**config.mk**
```make
export PLATFORM = sky130hd
export DESIGN_NAME = rr_arb_8
export DESIGN_NICKNAME = d
export VERILOG_FILES = /design/src/rtl/arb_pkg.sv /design/src/rtl/prio_enc_8.sv /design/src/rtl/rr_arb_8.sv
export SDC_FILE = /design/constraint.sdc
export NUM_CORES = 1
export LEC_CHECK = 0
export CORE_ASPECT_RATIO = 1.2
export CORE_MARGIN = 2
export CORE_UTILIZATION = 55
export DETAILED_ROUTE_END_ITERATION = 8
export GPL_ROUTABILITY_DRIVEN = 0
export PLACE_DENSITY = 0.88
export SYNTH_ARGS = -nofsm -noshare
export SYNTH_HDL_FRONTEND = slang
export SYNTH_HIERARCHICAL = 1
export SYNTH_SLANG_ARGS = --single-unit
```
**constraint.sdc**
```tcl
create_clock -name clk -period 3.5 [get_ports clk]
set_input_delay 0.525 -clock clk [delete_from_list [all_inputs] [get_ports clk]]
set_output_delay 0.525 -clock clk [all_outputs]
set_load 0.03 [all_outputs]
```
**src/rtl/arb_pkg.sv**
```systemverilog
// rtl/arb_pkg.sv - shared types and constants for the 8-way round-robin arbiter
package arb_pkg;

   localparam int N_REQ = 8;
   localparam int ID_W  = 3;

   typedef enum logic {
      IDLE = 1'b0,
      OWN  = 1'b1
   } state_e;

   // Bits strictly below the given index; these win the next round-robin pass.
   function automatic logic [N_REQ-1:0] below_mask(input logic [ID_W-1:0] id);
      logic [N_REQ-1:0] m;
      for (int i = 0; i < N_REQ; i++) begin
         m[i] = (ID_W'(i) < id);
      end
      return m;
   endfunction

endpackage

```
**src/rtl/prio_enc_8.sv**
```systemverilog
// rtl/prio_enc_8.sv - 8-bit highest-set-bit priority encoder
module prio_enc_8
   import arb_pkg::*;
(
   input  logic [N_REQ-1:0] vec_i,
   output logic [ID_W-1:0]  idx_o,
   output logic             valid_o
);

   // Ascending scan so the highest set bit is the last assignment to land.
   always_comb begin
      idx_o   = '0;
      valid_o = |vec_i;
      for (int i = 0; i < N_REQ; i++) begin
         if (vec_i[i]) idx_o = ID_W'(i);
      end
   end

endmodule

```
**src/rtl/rr_arb_8.sv**
```systemverilog
// rtl/rr_arb_8.sv - 8-requester round-robin arbiter with hold-time limit
module rr_arb_8
   import arb_pkg::*;
#(
   parameter int MAX_HOLD = 16
)(
   input  logic             clk,
   input  logic             rst,
   input  logic [N_REQ-1:0] req,
   input  logic             done,
   output logic [N_REQ-1:0] gnt,
   output logic [ID_W-1:0]  gnt_id,
   output logic             gnt_valid,
   output logic             timeout
);

   localparam logic [7:0] HOLD_LIM = 8'(MAX_HOLD - 1);

   state_e           state_q, state_d;
   logic [N_REQ-1:0] gnt_q, gnt_d;
   logic [ID_W-1:0]  gnt_id_q, gnt_id_d;
   logic             gnt_valid_q, gnt_valid_d;
   logic             timeout_q, timeout_d;
   logic [7:0]       hold_cnt_q, hold_cnt_d;
   logic [ID_W-1:0]  last_id_q, last_id_d;

   logic [ID_W-1:0]  m_idx, u_idx, win_idx;
   logic             m_valid, u_valid;
   logic             at_limit, owner_drop, exit_own;

   prio_enc_8 u_enc_masked (
      .vec_i   (req & below_mask(last_id_q)),
      .idx_o   (m_idx),
      .valid_o (m_valid)
   );

   prio_enc_8 u_enc_all (
      .vec_i   (req),
      .idx_o   (u_idx),
      .valid_o (u_valid)
   );

   assign win_idx    = m_valid ? m_idx : u_idx;
   assign at_limit   = (hold_cnt_q == HOLD_LIM);
   assign owner_drop = ~req[gnt_id_q];
   assign exit_own   = done | owner_drop | at_limit;

   // State and all output/bookkeeping registers.
   always_ff @(posedge clk) begin
      if (rst) begin
         state_q     <= IDLE;
         gnt_q       <= '0;
         gnt_id_q    <= '0;
         gnt_valid_q <= 1'b0;
         timeout_q   <= 1'b0;
         hold_cnt_q  <= '0;
         last_id_q   <= '0;
      end else begin
         state_q     <= state_d;
         gnt_q       <= gnt_d;
         gnt_id_q    <= gnt_id_d;
         gnt_valid_q <= gnt_valid_d;
         timeout_q   <= timeout_d;
         hold_cnt_q  <= hold_cnt_d;
         last_id_q   <= last_id_d;
      end
   end

   // Next-state: grant on any request, release on done/drop/hold limit.
   always_comb begin
      state_d = state_q;
      case (state_q)
         IDLE:    if (u_valid)  state_d = OWN;
         OWN:     if (exit_own) state_d = IDLE;
         default: state_d = IDLE;
      endcase
   end

   // Output next values; timeout only when the hold limit is the sole cause.
   always_comb begin
      gnt_d       = gnt_q;
      gnt_id_d    = gnt_id_q;
      gnt_valid_d = gnt_valid_q;
      timeout_d   = 1'b0;
      hold_cnt_d  = hold_cnt_q;
      last_id_d   = last_id_q;
      case (state_q)
         IDLE: begin
            if (u_valid) begin
               gnt_d       = N_REQ'(1) << win_idx;
               gnt_id_d    = win_idx;
               gnt_valid_d = 1'b1;
               last_id_d   = win_idx;
               hold_cnt_d  = '0;
            end else begin
               gnt_d       = '0;
               gnt_valid_d = 1'b0;
            end
         end
         OWN: begin
            if (exit_own) begin
               gnt_d       = '0;
               gnt_valid_d = 1'b0;
               hold_cnt_d  = '0;
               timeout_d   = at_limit & ~done & ~owner_drop;
            end else begin
               hold_cnt_d  = hold_cnt_q + 8'd1;
            end
         end
         default: begin
            gnt_d       = '0;
            gnt_valid_d = 1'b0;
         end
      endcase
   end

   assign gnt       = gnt_q;
   assign gnt_id    = gnt_id_q;
   assign gnt_valid = gnt_valid_q;
   assign timeout   = timeout_q;

endmodule

```
**Word-level counts from Yosys, hierarchy flattened**

Index checks and enable logic that the tools add are counted.

- Word-level logic and storage cells: 61
- Flip-flop bits (word level): 22
- Output and inout bits: 13

- Add/sub/neg operators: 1
- $lt $le $gt $ge: 9
- Reduce and logical (&&, ||, !) cells: 4
- Shifts and indexed selects: 1
- Bitwise logic cells: 9
- Eq/ne operators: 3
- Muxes and demuxes: 28

Operator list:

| cell | count |
|---|---|
| $mux 8 | 4 |
| $pmux 8 s2 | 2 |
| $mux 3 | 9 |
| $reduce_or 8->1 | 2 |
| $lt 3x3->1 const A | 4 |
| $add 8x1->8 const B | 1 |
| $and 8x8->8 | 1 |
| $eq 8x4->1 const B | 1 |
| $mux 2 | 4 |
| $shl 1x3->8 const A | 1 |
| $lt 1x3->1 const A | 2 |
| $lt 2x3->1 const A | 2 |
| $mux 1 | 6 |
| $lt 3x4->1 const B | 1 |
| $ne 2x1->1 const B | 2 |
| $not 1->1 | 4 |
| $pmux 1 s2 | 2 |
| $bmux 1 s3 | 1 |
| $reduce_or 3->1 | 1 |
| $and 1x1->1 | 2 |
| $or 1x1->1 | 2 |
| $reduce_and 2->1 | 1 |

**Longest topological paths before layout**

Gate-level depths: netlist of run 1.

- Depth in word-level cells: 13
- Mapped depth: 9
- Gate-level depth less buffers: 8

**By module**

The synthesis of run 1 kept the hierarchy.

By module, submodules not included:

| module | instances | area each (µm²) | cells an instance | seq. area each (µm²) |
|---|---|---|---|---|
| rr_arb_8 | 1 | 1,143.6 | 132 | 440.4 |
| prio_enc_8 | 2 | 66.3 | 12 | 0.0 |

**Worst setup path after synthesis of run 1**

Ideal clock, no wire load.

- Kind: flip-flop to flip-flop
- Start point: register last_id_q[2]
- End point: register gnt_q[0] (netlist: gnt[0])
- Stages on the path, launching flop included: 9
- Data required time: 3,440 ps
- Data arrival time: 2,199 ps
- Path slack: 1,241 ps
- Cells stage by stage: dfxtp_1 > clkbuf_1 > and4_1 > nor2_1 > nand4_1 > clkbuf_1 > mux2_2 > nor3_1 > a22o_1

- Elaborated cells on any way between the ends: 27
- Those cells by class: order compare: 8; eq/ne: 1; shift: 1; mux: 12; bitwise: 4; reduce/logical: 1

RTL lines:

| element | RTL line | RTL |
|---|---|---|
| start: declaration | rr_arb_8.sv:25 | `logic [ID_W-1:0] last_id_q, last_id_d;` |
| start signal: assignment | rr_arb_8.sv:65 | `last_id_q <= last_id_d;` |
| $lt 1x3->1, or another cell as far along | arb_pkg.sv:16 | `m[i] = (ID_W'(i) < id);` |
| $and 8x8->8 * | rr_arb_8.sv:32 | `.vec_i (req & below_mask(last_id_q)),` |
| $reduce_or 8->1 * | prio_enc_8.sv:13 | `valid_o = \|vec_i;` |
| via m_valid | rr_arb_8.sv:28 | `logic m_valid, u_valid;` |
| $mux 3 * | rr_arb_8.sv:43 | `assign win_idx = m_valid ? m_idx : u_idx;` |
| $shl 1x3->8 * | rr_arb_8.sv:90 | `gnt_d = N_REQ'(1) << win_idx;` |
| $mux 8 * | rr_arb_8.sv:89 | `if (u_valid) begin` |
| $pmux 8 s2 * | rr_arb_8.sv:87 | `case (state_q)` |
| end signal: assignment | rr_arb_8.sv:60 | `gnt_q <= gnt_d;` |
| end: declaration | rr_arb_8.sv:20 | `logic [N_REQ-1:0] gnt_q, gnt_d;` |

The timed path passes the listed nets; every way through them passes the cells marked *. The select of a mux whose other input is x is not followed.
A chain may end at the register's enable or synchronous reset.

**Worst setup path in the final report of run 1**

- Start point: input req[6]
- End point: register gnt_q[6] (netlist: gnt[6])

- Elaborated cells on any way between the ends: 17
- Those cells by class: eq/ne: 1; shift: 1; mux: 9; bitwise: 4; reduce/logical: 2

RTL lines:

| element | RTL line | RTL |
|---|---|---|
| start: declaration | rr_arb_8.sv:9 | `input logic [N_REQ-1:0] req,` |
| $and 8x8->8 | rr_arb_8.sv:32 |  |
| $reduce_or 8->1 | prio_enc_8.sv:13 |  |
| via m_valid | rr_arb_8.sv:28 |  |
| $mux 3 | rr_arb_8.sv:43 |  |
| $shl 1x3->8 | rr_arb_8.sv:90 |  |
| $mux 8 | rr_arb_8.sv:89 |  |
| $pmux 8 s2 | rr_arb_8.sv:87 |  |

The timed path passes the listed nets, and every way through them passes these cells. The select of a mux whose other input is x is not followed.

==> summary.md, run 1 <==
| Metric | Value |
|---|---|
| Clk slew on worst S/H paths | approximately 0.12 ns |
| Cells after synthesis | roughly 160 |
| Yosys cell types | 39 |
| CP startpoint kind | primary input |
| Layout Skew | approximately 0.0038 ns |
| CP required | between 3 and 4 ns |
| Post-synthesis simple-gate area fraction | 28.9% |
| Hold Buf Count CTS | 0 |
| Asr flop ratio synth | 0% |
| Crit-path slowest cell | clkdlybuf4s50_1 |
| Synth top area cells | dfxtp_1, nor2_1, a22o_1, mux2i_1, nand2_1 |
| Mapped cell area | 1280 um2 |
| Post-synth top area share | 34.5% |
| Detailed placer's ending HPWL | 2.15 mm |
| Nets@finish | 187 |
| CP Max Fanout | 5 |
| Final Hold Vio Count | 0 |
| Die W | roughly 48 um |
| Status | completed |
| Cell Pwr Density | ~400 nW/um2 |
| Max Slew Vio Count | 0 |
| Multiplexer area fraction after synthesis | 7.65% |
| Synth area leader | dfxtp_1 |
| Final setup vio count | 0 |
| Critical path class | primary input to flip-flop |
| WL/cell | 13.7 um |
| Compound-cell area share of the yosys netlist | between 20% and 30% |
| RSZ-0062 raised after global routing | no |
| 1st-pass router iterations | 4 |
| Clk sinks | 22 |
| Sequential share of the synthesized area | around 35% |
| Min-Delay Path Class | flip-flop to flip-flop |
| Top FF cell, synth | dfxtp_1 |
| Tmin final | around 2.3 ns |
| Vias in the first global route | between 1000 and 1500 |
| Setup crit end kind | flip-flop |
| WL final | between 2 and 3 mm |
| Port bufs | 23 |
| Initial DRC count | 27 |
| Worst slew pin tran | roughly 0.73 ns |
| Critical-path cell list | clkdlybuf4s50_1, and4_1, nor2_1, nand4_1, mux2_2, nor3_1, a22o_1 |
| Share of cells above drive strength 1 | 9.20% |
| Post-route ant nets | 0 |
| Worst Path Arrival | about 2.6 ns |
| Final Total Pwr | around 0.61 mW |
| Core Rows | 19 |
| Main combinational cell family by area after synthesis | simple AND/OR/NAND/NOR gates |
| Post-cts resize count | 0 |
| Post-DR vias/cell | just under 6 |
| Core area | between 2000 and 2500 um2 |
| Initial Util | a little under three fifths |
| # H-tree levels | 1 |
| Register bit count reported by yosys | 22 |
| Largest net degree at the start of global routing | 22 |
| Total grt overflow | 0 |
| Peak VDD IR | between 0.0003 and 0.0004 V |
| Gr usage total | a little under a quarter |
| Worst Hold Slack | between 0.4 and 0.5 ns |
| Yosys Warn Count | 6 |
| Area Growth Syn to Fin | 20.8% |
| Final clock period utilization by the worst path | between 60% and 70% |
| Initial antenna violation count | 0 |
| Post-CTS Setup Bufs | 0 |
| Die area | ~2700 um2 |
| TritonCTS Buffers | 3 |
| Die height | ~57 um |
| DR DRC count | 0 |
| Post-synthesis average cell area | around 8 um2 |
| Max cap viols | 0 |
| Most frequent cells in the layout | clkdlybuf4s50_1, dfxtp_1, nor2_1 |
| P_leak | about 0.57 nW |
| CTS root buf | clkbuf_4 |
| Xor/xnor share of the synthesized area | 0% |
| Setup_tns | 0 ns |
| Clk buf depth | 2 |
| Antenna Cells | 0 |
| Adder-Cell Fraction of Synth Area | 0.980% |
| Leading cell type in the layout, fill and taps excluded | clkdlybuf4s50_1 |
| CTS tree | done |
| Clock Latency Late Sink | 0.30 ns |
| Worst path max stage delay | about 0.50 ns |
| First-pass GRT wire length | 4.65 mm |
| Reg2Reg Setup Slack | approximately 1.2 ns |
| Via Count | between 1000 and 1500 |
| Number of flops mapped to enable cells by yosys | 0 |
| Ports | 24 |
| F_max | roughly 0.43 GHz |
| Slew HR | roughly half |
## kinds of logic after synthesis
group | Yosys count
AND/OR/NAND/NOR | 73
AO/OA/AOI/OAI | 35
flip-flops | 22
buffers and inverters | 15
multiplexers | 9
adder cells (fa/ha/maj) | 1
other | 1
## metrics by stage
| stage | util [%] | std cells | worst slack [ns] | cell area (um2) |
|---|---|---|---|---|
| 3_5_place_dp | 66.6 | 201 | 0.858 | 1490 |
| 3_3_place_gp | 66.6 | 201 | 0.917 | 1490 |
| 5_1_grt | 69.0 | 205 | 1.02 | 1540 |
| 4_1_cts | 69.0 | 205 | 1.18 | 1540 |
| 6_report | 69.0 | 205 | 1.16 | 1540 |
| 2_1_floorplan | - | 157 | 1.24 | 1280 |
## critical path, delay by kind of cell
family / cells / cell delay (ns)
AO/OA/AOI/OAI: 1 / 0.17
AND/OR/NAND/NOR: 4 / 1.03
buffers and inverters: 1 / 0.50
multiplexers: 1 / 0.38
## final timing paths
kind / end / start / cells past startpoint
max reg2reg: gnt[7]$_SDFFE_PP0P_ / last_id_q[0]$_SDFFE_PP0P_ / 5
max: gnt[6]$_SDFFE_PP0P_ / req[6] / 7
min: gnt_valid$_SDFFE_PP0P_ / gnt_valid$_SDFFE_PP0P_ / 2
min reg2reg: gnt_valid$_SDFFE_PP0P_ / gnt_valid$_SDFFE_PP0P_ / 2
## cell usage after synthesis, drive strengths merged (2+ instances only)
library cell / instances
dfxtp: 22
nor2: 19
nand2: 14
nand3: 10
a21oi: 9
a22o: 8
nor3: 8
clkbuf: 7
mux2i: 6
inv: 5
a31oi: 4
nand3b: 4
nand4: 4
o31ai: 4
buf: 3
mux2: 3
nor3b: 3
a211oi: 2
and2: 2
nor2b: 2
o21a: 2
or2: 2
## state kept, by name, summed over array words and instances, names as in the netlist
| name | flops |
|---|---|
| gnt_valid | 1 |
| timeout | 1 |
| hold_cnt_q | 8 |
| gnt | 8 |
| last_id_q | 3 |
| state_q | 1 |
## metal layers
metal | GRT usage, % | part of all wire [%] | up-vias
met3 | 4.50 | 3.0 | 6
li1 | - | - | 604
met2 | 38.1 | 51 | 31
met1 | 29.2 | 44 | 543
met4 | 6.18 | 1.4 | 0
met5 | 0 | 0 | -
## report_power, final
part | switching, mW | internal [mW]
clock | 0.0732 | 0.116
sequential | 0.0198 | 0.262
combinational | 0.0775 | 0.0636
total | 0.171 | 0.442
## area by class of cell
type,count,area (um2)
repair buffers,23,230
multi-input cells,120,761
inverters,5,18.8
clock inverters,1,30.0
clock buffers,3,22.5
fillers,204,693
well taps,31,38.8
flip-flops and latches,22,440
Note: power is estimated with default switching activity, not from simulation.
==> inputs of run 2 (changes only) <==
--- a/config.mk
+++ b/config.mk
@@ -7,10 +7,10 @@
 export LEC_CHECK = 0
 export CORE_ASPECT_RATIO = 1.2
 export CORE_MARGIN = 2
-export CORE_UTILIZATION = 55
+export CORE_UTILIZATION = 46
 export DETAILED_ROUTE_END_ITERATION = 8
 export GPL_ROUTABILITY_DRIVEN = 0
-export PLACE_DENSITY = 0.88
+export PLACE_DENSITY = 0.79
 export SYNTH_ARGS = -nofsm -noshare
 export SYNTH_HDL_FRONTEND = slang
 export SYNTH_HIERARCHICAL = 1
==> constraint.sdc (replaced) <==
create_clock -name clk -period 2.01 [get_ports clk]
set_input_delay 0.3015 -clock clk [delete_from_list [all_inputs] [get_ports clk]]
set_output_delay 0.3015 -clock clk [all_outputs]
set_load 0.03 [all_outputs]
==> run 2 against run 1 <==
  * Global-route usage decreased by 2.1 points
  * Flip-flop and latch count unchanged
  * Largest cell class unchanged
  * Sequential share of layout area decreased by 2.6 points
  * Clock power increased by 77%
  * Critical endpoint is now gnt[3]$_SDFFE_PP0P_
  * Critical path type is now flip-flop to flip-flop
==> summary.md, run 2 (same netlist as run 1, synthesis figures left out) <==
| Metric | Value |
|---|---|
| Met2 Usage GRT | 40.7% (was 38.1%) |
| Die area | 3210 um2 (was 2720 um2) |
| Total grt overflow | 0 (unchanged) |
| Port bufs | 23 (unchanged) |
| DR DRC count | 0 (unchanged) |
| F_max | ~0.53 GHz |
| Status | completed (unchanged) |
| Die W | 52.1 um (was 48.0 um) |
| Final Util | 67.0% (was 69.0%) |
| Post-cts resize count | 0 (unchanged) |
| Max cap viols | 0 (unchanged) |
| CP required | 2.22 ns (was 3.75 ns) |
| Critical path class | flip-flop to flip-flop (was primary input to flip-flop) |
| Tmin final | 1.88 ns |
| Core Rows | 20 (was 19) |
| Peak VDD IR | 0.000533 V (was 0.000360 V) |
| Post-DR vias/cell | 5.62 (was 5.78) |
| Place WS | -0.146 ns (was 0.858 ns) |
| Final Worst Setup Slack | 0.125 ns (was 1.16 ns) |
| Leading cell type in the layout, fill and taps excluded | clkdlybuf4s50_1 (unchanged) |
| Reg2reg path depth | 7 (was 5) |
| Antenna Cells | 0 (unchanged) |
| Initial antenna violation count | 0 (unchanged) |
| Gr usage total | 20.9% (was 23.0%) |
| CTS tree | done (unchanged) |
| Worst hold path cell count | 2 (unchanged) |
| Worst Path Arrival | 2.10 ns (was 2.60 ns) |
| Met3 GRT Util | 1.67% (was 4.50%) |
| Die height | 61.7 um (was 56.8 um) |
| Nets@finish | 206 (was 187) |
| Core area | 2580 um2 (was 2230 um2) |
| WL final | 3.08 mm (was 2.81 mm) |
| Final instance area | 1730 um2 (was 1540 um2) |
| Initial DRC count | 21 (was 27) |
| Clk slew on worst S/H paths | 0.12 ns (about the same) |
| Layout Skew | 0.00210 ns (was 0.00384 ns) |
| Most frequent cells in the layout | clkdlybuf4s50_1, nor2_1, dfxtp_1, buf_4, nand2_1 (was clkdlybuf4s50_1, dfxtp_1, nor2_1) |
| Via Count | 1269 (was 1184) |
| Setup_tns | 0 ns (unchanged) |
| RSZ-0062 raised after global routing | yes (was no) |
| 1st-pass router iterations | 4 (unchanged) |
| Max Slew Vio Count | 0 (unchanged) |
| Cell Pwr Density | 649 nW/um2 (was 397 nW/um2) |
| Post-CTS Setup Bufs | 0 (unchanged) |
| Vias in the first global route | 1232 (was 1080) |
| Reg2Reg Setup Slack | 0.13 ns (was 1.20 ns) |
| DP Area | 1640 um2 (was 1490 um2) |
| Final Hold Vio Count | 0 (unchanged) |
| Detailed placer's ending HPWL | 2.30 mm (was 2.15 mm) |
| WL/cell | 13.6 um (was 13.7 um) |
| Clk sinks | 22 (unchanged) |
| Setup crit end kind | flip-flop (unchanged) |
| Largest net degree at the start of global routing | 21 (was 22) |
| Post-route ant nets | 0 (unchanged) |
| CTS root buf | clkbuf_4 (unchanged) |
| Share of cells above drive strength 1 | 22.8% (was 9.20%) |
| Hold Buf Count CTS | 0 (unchanged) |
| CP Max Fanout | 10 (was 5) |
| # H-tree levels | 1 (unchanged) |
| CP startpoint kind | flip-flop (was primary input) |
| TritonCTS Buffers | 3 (unchanged) |
| Initial Util | 49.5% (was 57.1%) |
| Area Growth Syn to Fin | 35.4% (was 20.8%) |
| Clk buf depth | 2 (unchanged) |
| Min-Delay Path Class | flip-flop to flip-flop (unchanged) |
| Final clock period utilization by the worst path | between 90 and 100% |
| P_leak | 0.665 nW (was 0.574 nW) |
| GR peak layer | met2 (unchanged) |
| First-pass GRT wire length | 5.09 mm (was 4.65 mm) |
| Routing usage on met1 | 22.9% (was 29.2%) |
| Clock Latency Late Sink | 0.31 ns (was 0.30 ns) |
| Ports | 24 (unchanged) |
| Final setup vio count | 0 (unchanged) |
run 2: changes by cell type in the layout (fill, tap and decap cells not counted):
cell,before,now
and2_1,2,1
and2_2,0,1
buf_4,0,19
dfxtp_1,22,19
dfxtp_2,0,1
dfxtp_4,0,2
mux2i_1,6,4
mux2i_2,0,1
mux2i_4,0,1
nor3_1,8,5
nor3_2,0,3
run 2: per-stage QoR:
step           cells  hold WS (ns)  total power [mW]
2_1_floorplan    157         0.457             0.671
3_3_place_gp     222         0.457             0.770
3_5_place_dp     222         0.468             0.778
4_1_cts          226         0.488              1.11
5_1_grt          226         0.518              1.18
6_report         226         0.484              1.12
run 2: power by group:
| group | leakage [nW] | internal (mW) | switching (mW) |
|---|---|---|---|
| Clock | 0.0279 | 0.202 | 0.134 |
| Sequential | 0.181 | 0.459 | 0.0346 |
| Combinational | 0.457 | 0.144 | 0.149 |
run 2: final cells by class:
| class | instances | area [um2] |
|---|---|---|
| clock inverter | 1 | 30.0 |
| multi-input combinational | 120 | 793 |
| clock buffer | 3 | 22.5 |
| timing repair buffer | 42 | 373 |
| tap | 33 | 41.3 |
| fill | 217 | 850 |
| sequential | 22 | 449 |
| inverter | 5 | 18.8 |
run 2: worst paths after layout:
| check | to | from |
|---|---|---|
| worst max-delay path | gnt[3]$_SDFFE_PP0P_ | last_id_q[0]$_SDFFE_PP0P_ |
| worst min-delay path | gnt_valid$_SDFFE_PP0P_ | gnt_valid$_SDFFE_PP0P_ |
| worst max register to register | gnt[3]$_SDFFE_PP0P_ | last_id_q[0]$_SDFFE_PP0P_ |
| worst min register to register | gnt_valid$_SDFFE_PP0P_ | gnt_valid$_SDFFE_PP0P_ |
run 2: per-layer routing:
metal | vias up | share of wire [%]
met1 | 597 | 41
met5 | - | 0
li1 | 642 | -
met2 | 26 | 55
met4 | 0 | 1.3
met3 | 4 | 2.5
run 2: critical path: stages (launching register included):
cell	delay, ns
dfxtp_4	0.41
o31a_1	0.31
nor2_1	0.11
nand4_1	0.18
buf_4	0.21
mux2i_1	0.13
and2_2	0.24
a22o_1	0.20
==> inputs of run 3 (changes only) <==
--- a/config.mk
+++ b/config.mk
@@ -6,7 +6,7 @@
 export NUM_CORES = 1
 export LEC_CHECK = 0
 export CORE_ASPECT_RATIO = 1.2
-export CORE_MARGIN = 2
+export CORE_MARGIN = 1
 export CORE_UTILIZATION = 46
 export DETAILED_ROUTE_END_ITERATION = 8
 export GPL_ROUTABILITY_DRIVEN = 0
==> run 3 against run 2 <==
  * Worst setup slack hardly changed
  * Critical path depth is 2 lower
  * Global-route usage increased by 1.4 points
  * Critical path type unchanged
  * Worst hold slack improved by 0.0044 ns
  * Utilization down 1.3 points
  * Cell count shrank 0.44%
  * Clock skew increased by 0.0038 ns
  * Non-clock buffer count down 1
  * Design area fell by 2.0%
  * Flip-flop and latch count unchanged
  * Register-to-register slack hardly changed
  * Fmax barely moved
==> summary.md, run 3 (same netlist as run 1, synthesis figures left out) <==
| Metric | Value |
|---|---|
| Tmin final | 1.88 ns (about the same) |
| P_leak | 0.659 nW (was 0.665 nW) |
| 1st-pass router iterations | 5 (was 4) |
| Port bufs | 23 (unchanged) |
| Worst Path Arrival | 2.11 ns (was 2.10 ns) |
| Post-DR vias/cell | 5.64 (was 5.62) |
| Final Hold Vio Count | 0 (unchanged) |
| # H-tree levels | 1 (unchanged) |
| Power Internal | 0.797 mW (was 0.804 mW) |
| Initial antenna violation count | 0 (unchanged) |
| Core area | 2580 um2 (unchanged) |
| Max cap viols | 0 (unchanged) |
| Combinational group share of total power | 24.9% (was 26.1%) |
| CP startpoint kind | flip-flop (unchanged) |
| Nets@finish | 205 (was 206) |
| RSZ-0062 raised after global routing | no (was yes) |
| Clk buf depth | 2 (unchanged) |
| Leading cell type in the layout, fill and taps excluded | clkdlybuf4s50_1 (unchanged) |
| Peak VDD IR | 0.000500 V (was 0.000533 V) |
| Clock Power Share | 30.8% (was 29.9%) |
| Post-route ant nets | 0 (unchanged) |
| Initial DRC count | 31 (was 21) |
| Layout Skew | 0.00594 ns (was 0.00210 ns) |
| Final setup vio count | 0 (unchanged) |
| Max Slew Vio Count | 0 (unchanged) |
| Cell Pwr Density | 657 nW/um2 (was 649 nW/um2) |
| Setup crit end kind | flip-flop (unchanged) |
| Worst path max stage delay | 0.45 ns (was 0.41 ns) |
| Cell Count Post-Placement | 221 (was 222) |
| CTS root buf | clkbuf_4 (unchanged) |
| Die height | 59.7 um (was 61.7 um) |
| Fill count | 215 (was 217) |
| First-pass GRT wire length | 5.00 mm (was 5.09 mm) |
| CP required | 2.23 ns (was 2.22 ns) |
| Vias in the first global route | 1204 (was 1232) |
| Status | completed (unchanged) |
| Final clock period utilization by the worst path | 93.8% (about the same) |
| Worst path buffer plus inverter count | 0 (was 1) |
| CP Max Fanout | 10 (unchanged) |
| Final Total Pwr | 1.11 mW (was 1.12 mW) |
| TritonCTS Buffers | 3 (unchanged) |
| Clk sinks | 22 (unchanged) |
| Hold Buf Count CTS | 0 (unchanged) |
| Crit-path slowest cell | dfxtp_4 (unchanged) |
| Die W | 50.1 um (was 52.1 um) |
| Share of cells above drive strength 1 | 19.8% (was 22.8%) |
| Cell family with most CP delay | compound AO/OA/AOI/OAI gates (was simple AND/OR/NAND/NOR gates) |
| Gr usage total | 22.3% (was 20.9%) |
| Total grt overflow | 0 (unchanged) |
| Area Growth Syn to Fin | 32.7% (was 35.4%) |
| Critical path class | flip-flop to flip-flop (unchanged) |
| Switch Pwr | 0.316 mW (was 0.317 mW) |
| Register area | 452 um2 (was 449 um2) |
| CTS tree | done (unchanged) |
| Via Count | 1269 (unchanged) |
| Initial Util | 49.5% (unchanged) |
| DR DRC count | 0 (unchanged) |
| Detailed placer's ending HPWL | 2.28 mm (was 2.30 mm) |
| Clk slew on worst S/H paths | 0.13 ns (was 0.12 ns) |
| Most frequent cells in the layout | clkdlybuf4s50_1, nor2_1, dfxtp_1 (was clkdlybuf4s50_1, nor2_1, dfxtp_1, buf_4, nand2_1) |
| Multi-input gate area | 764 um2 (was 793 um2) |
| F_max | 0.531 GHz (about the same) |
| Largest net degree at the start of global routing | 21 (unchanged) |
| Core Rows | 20 (unchanged) |
| Clock Latency Late Sink | 0.32 ns (was 0.31 ns) |
| Switching share of total power | 28.4% (was 28.3%) |
| Die area | 2990 um2 (was 3210 um2) |
| Post-Layout Cell Count | 225 (was 226) |
| Seq pwr share | 44.4% (was 44.0%) |
| Antenna Cells | 0 (unchanged) |
| WL final | 3.02 mm (was 3.08 mm) |
| Critical-path cell list | mux2_4, o311ai_2, and4b_1, and3b_1, a22o_1 (was o31a_1, nor2_1, nand4_1, buf_4, mux2i_1, and2_2, a22o_1) |
| Worst Hold Slack | 0.489 ns (was 0.484 ns) |
| Min-Delay Path Class | flip-flop to flip-flop (unchanged) |
| WL/cell | 13.4 um (was 13.6 um) |
| Ports | 24 (unchanged) |
[run 3: changes by cell type in the layout (fill, tap and decap cells not counted), sizes merged]
cell,delta
buf,-1
[run 3: area by class of cell]
type | instances | share of cell area (%)
Multi-Input combinational cell | 120 | 45.1
Sequential cell | 22 | 26.7
Timing Repair Buffer | 41 | 21.6
Tap cell | 33 | 2.44
Clock inverter | 1 | 1.77
Clock buffer | 3 | 1.33
Inverter | 5 | 1.11
[run 3: tightest hold or removal path: stages (launching register included)]
cell and delay [ns]:
dfxtp_1 0.33, nand3_1 0.06, a21oi_1 0.06
[run 3: layer usage]
| layer | track usage, % | routed length (um) | up-vias |
|---|---|---|---|
| met5 | 0 | 0 | - |
| met1 | 24.8 | 1290 | 593 |
| met3 | 2.80 | 79 | 8 |
| li1 | - | - | 637 |
| met2 | 38.5 | 1550 | 31 |
| met4 | 17.1 | 102 | 0 |
[run 3: final timing paths]
kind                                  start                endpoint  slack (ns)  cells past startpoint
hold reg to reg      gnt_valid$_SDFFE_PP0P_  gnt_valid$_SDFFE_PP0P_        0.49                      2
hold / removal       gnt_valid$_SDFFE_PP0P_  gnt_valid$_SDFFE_PP0P_        0.49                      2
setup reg to reg  last_id_q[0]$_SDFFE_PP0P_     gnt[1]$_SDFFE_PP0P_        0.13                      5
setup / recovery  last_id_q[0]$_SDFFE_PP0P_     gnt[1]$_SDFFE_PP0P_        0.13                      5
[run 3: power groups by stage]
stage | clock (mW) | sequential [mW] | combinational [mW]
after floorplan | 0 | 0.517 | 0.154
after global placement | 0 | 0.502 | 0.268
after detailed placement | 0 | 0.504 | 0.274
after CTS | 0.348 | 0.494 | 0.274
after global routing | 0.362 | 0.499 | 0.299
final | 0.342 | 0.494 | 0.277
[run 3: timing repair]
item	4_1_cts	5_1_grt
setup endpoints to repair	0	5
resized for setup	0	3
setup buffers	0	0
[run 3: stage by stage]
step	util, %	setup TNS [ns]	area (um2)	worst slack, ns
2_1_floorplan	-	0	1290	0.0128
3_3_place_gp	63.3	-1.03	1630	-0.134
3_5_place_dp	63.3	-1.65	1630	-0.173
4_1_cts	65.4	0	1690	0.124
5_1_grt	65.7	0	1690	0.0156
6_report	65.7	0	1690	0.125
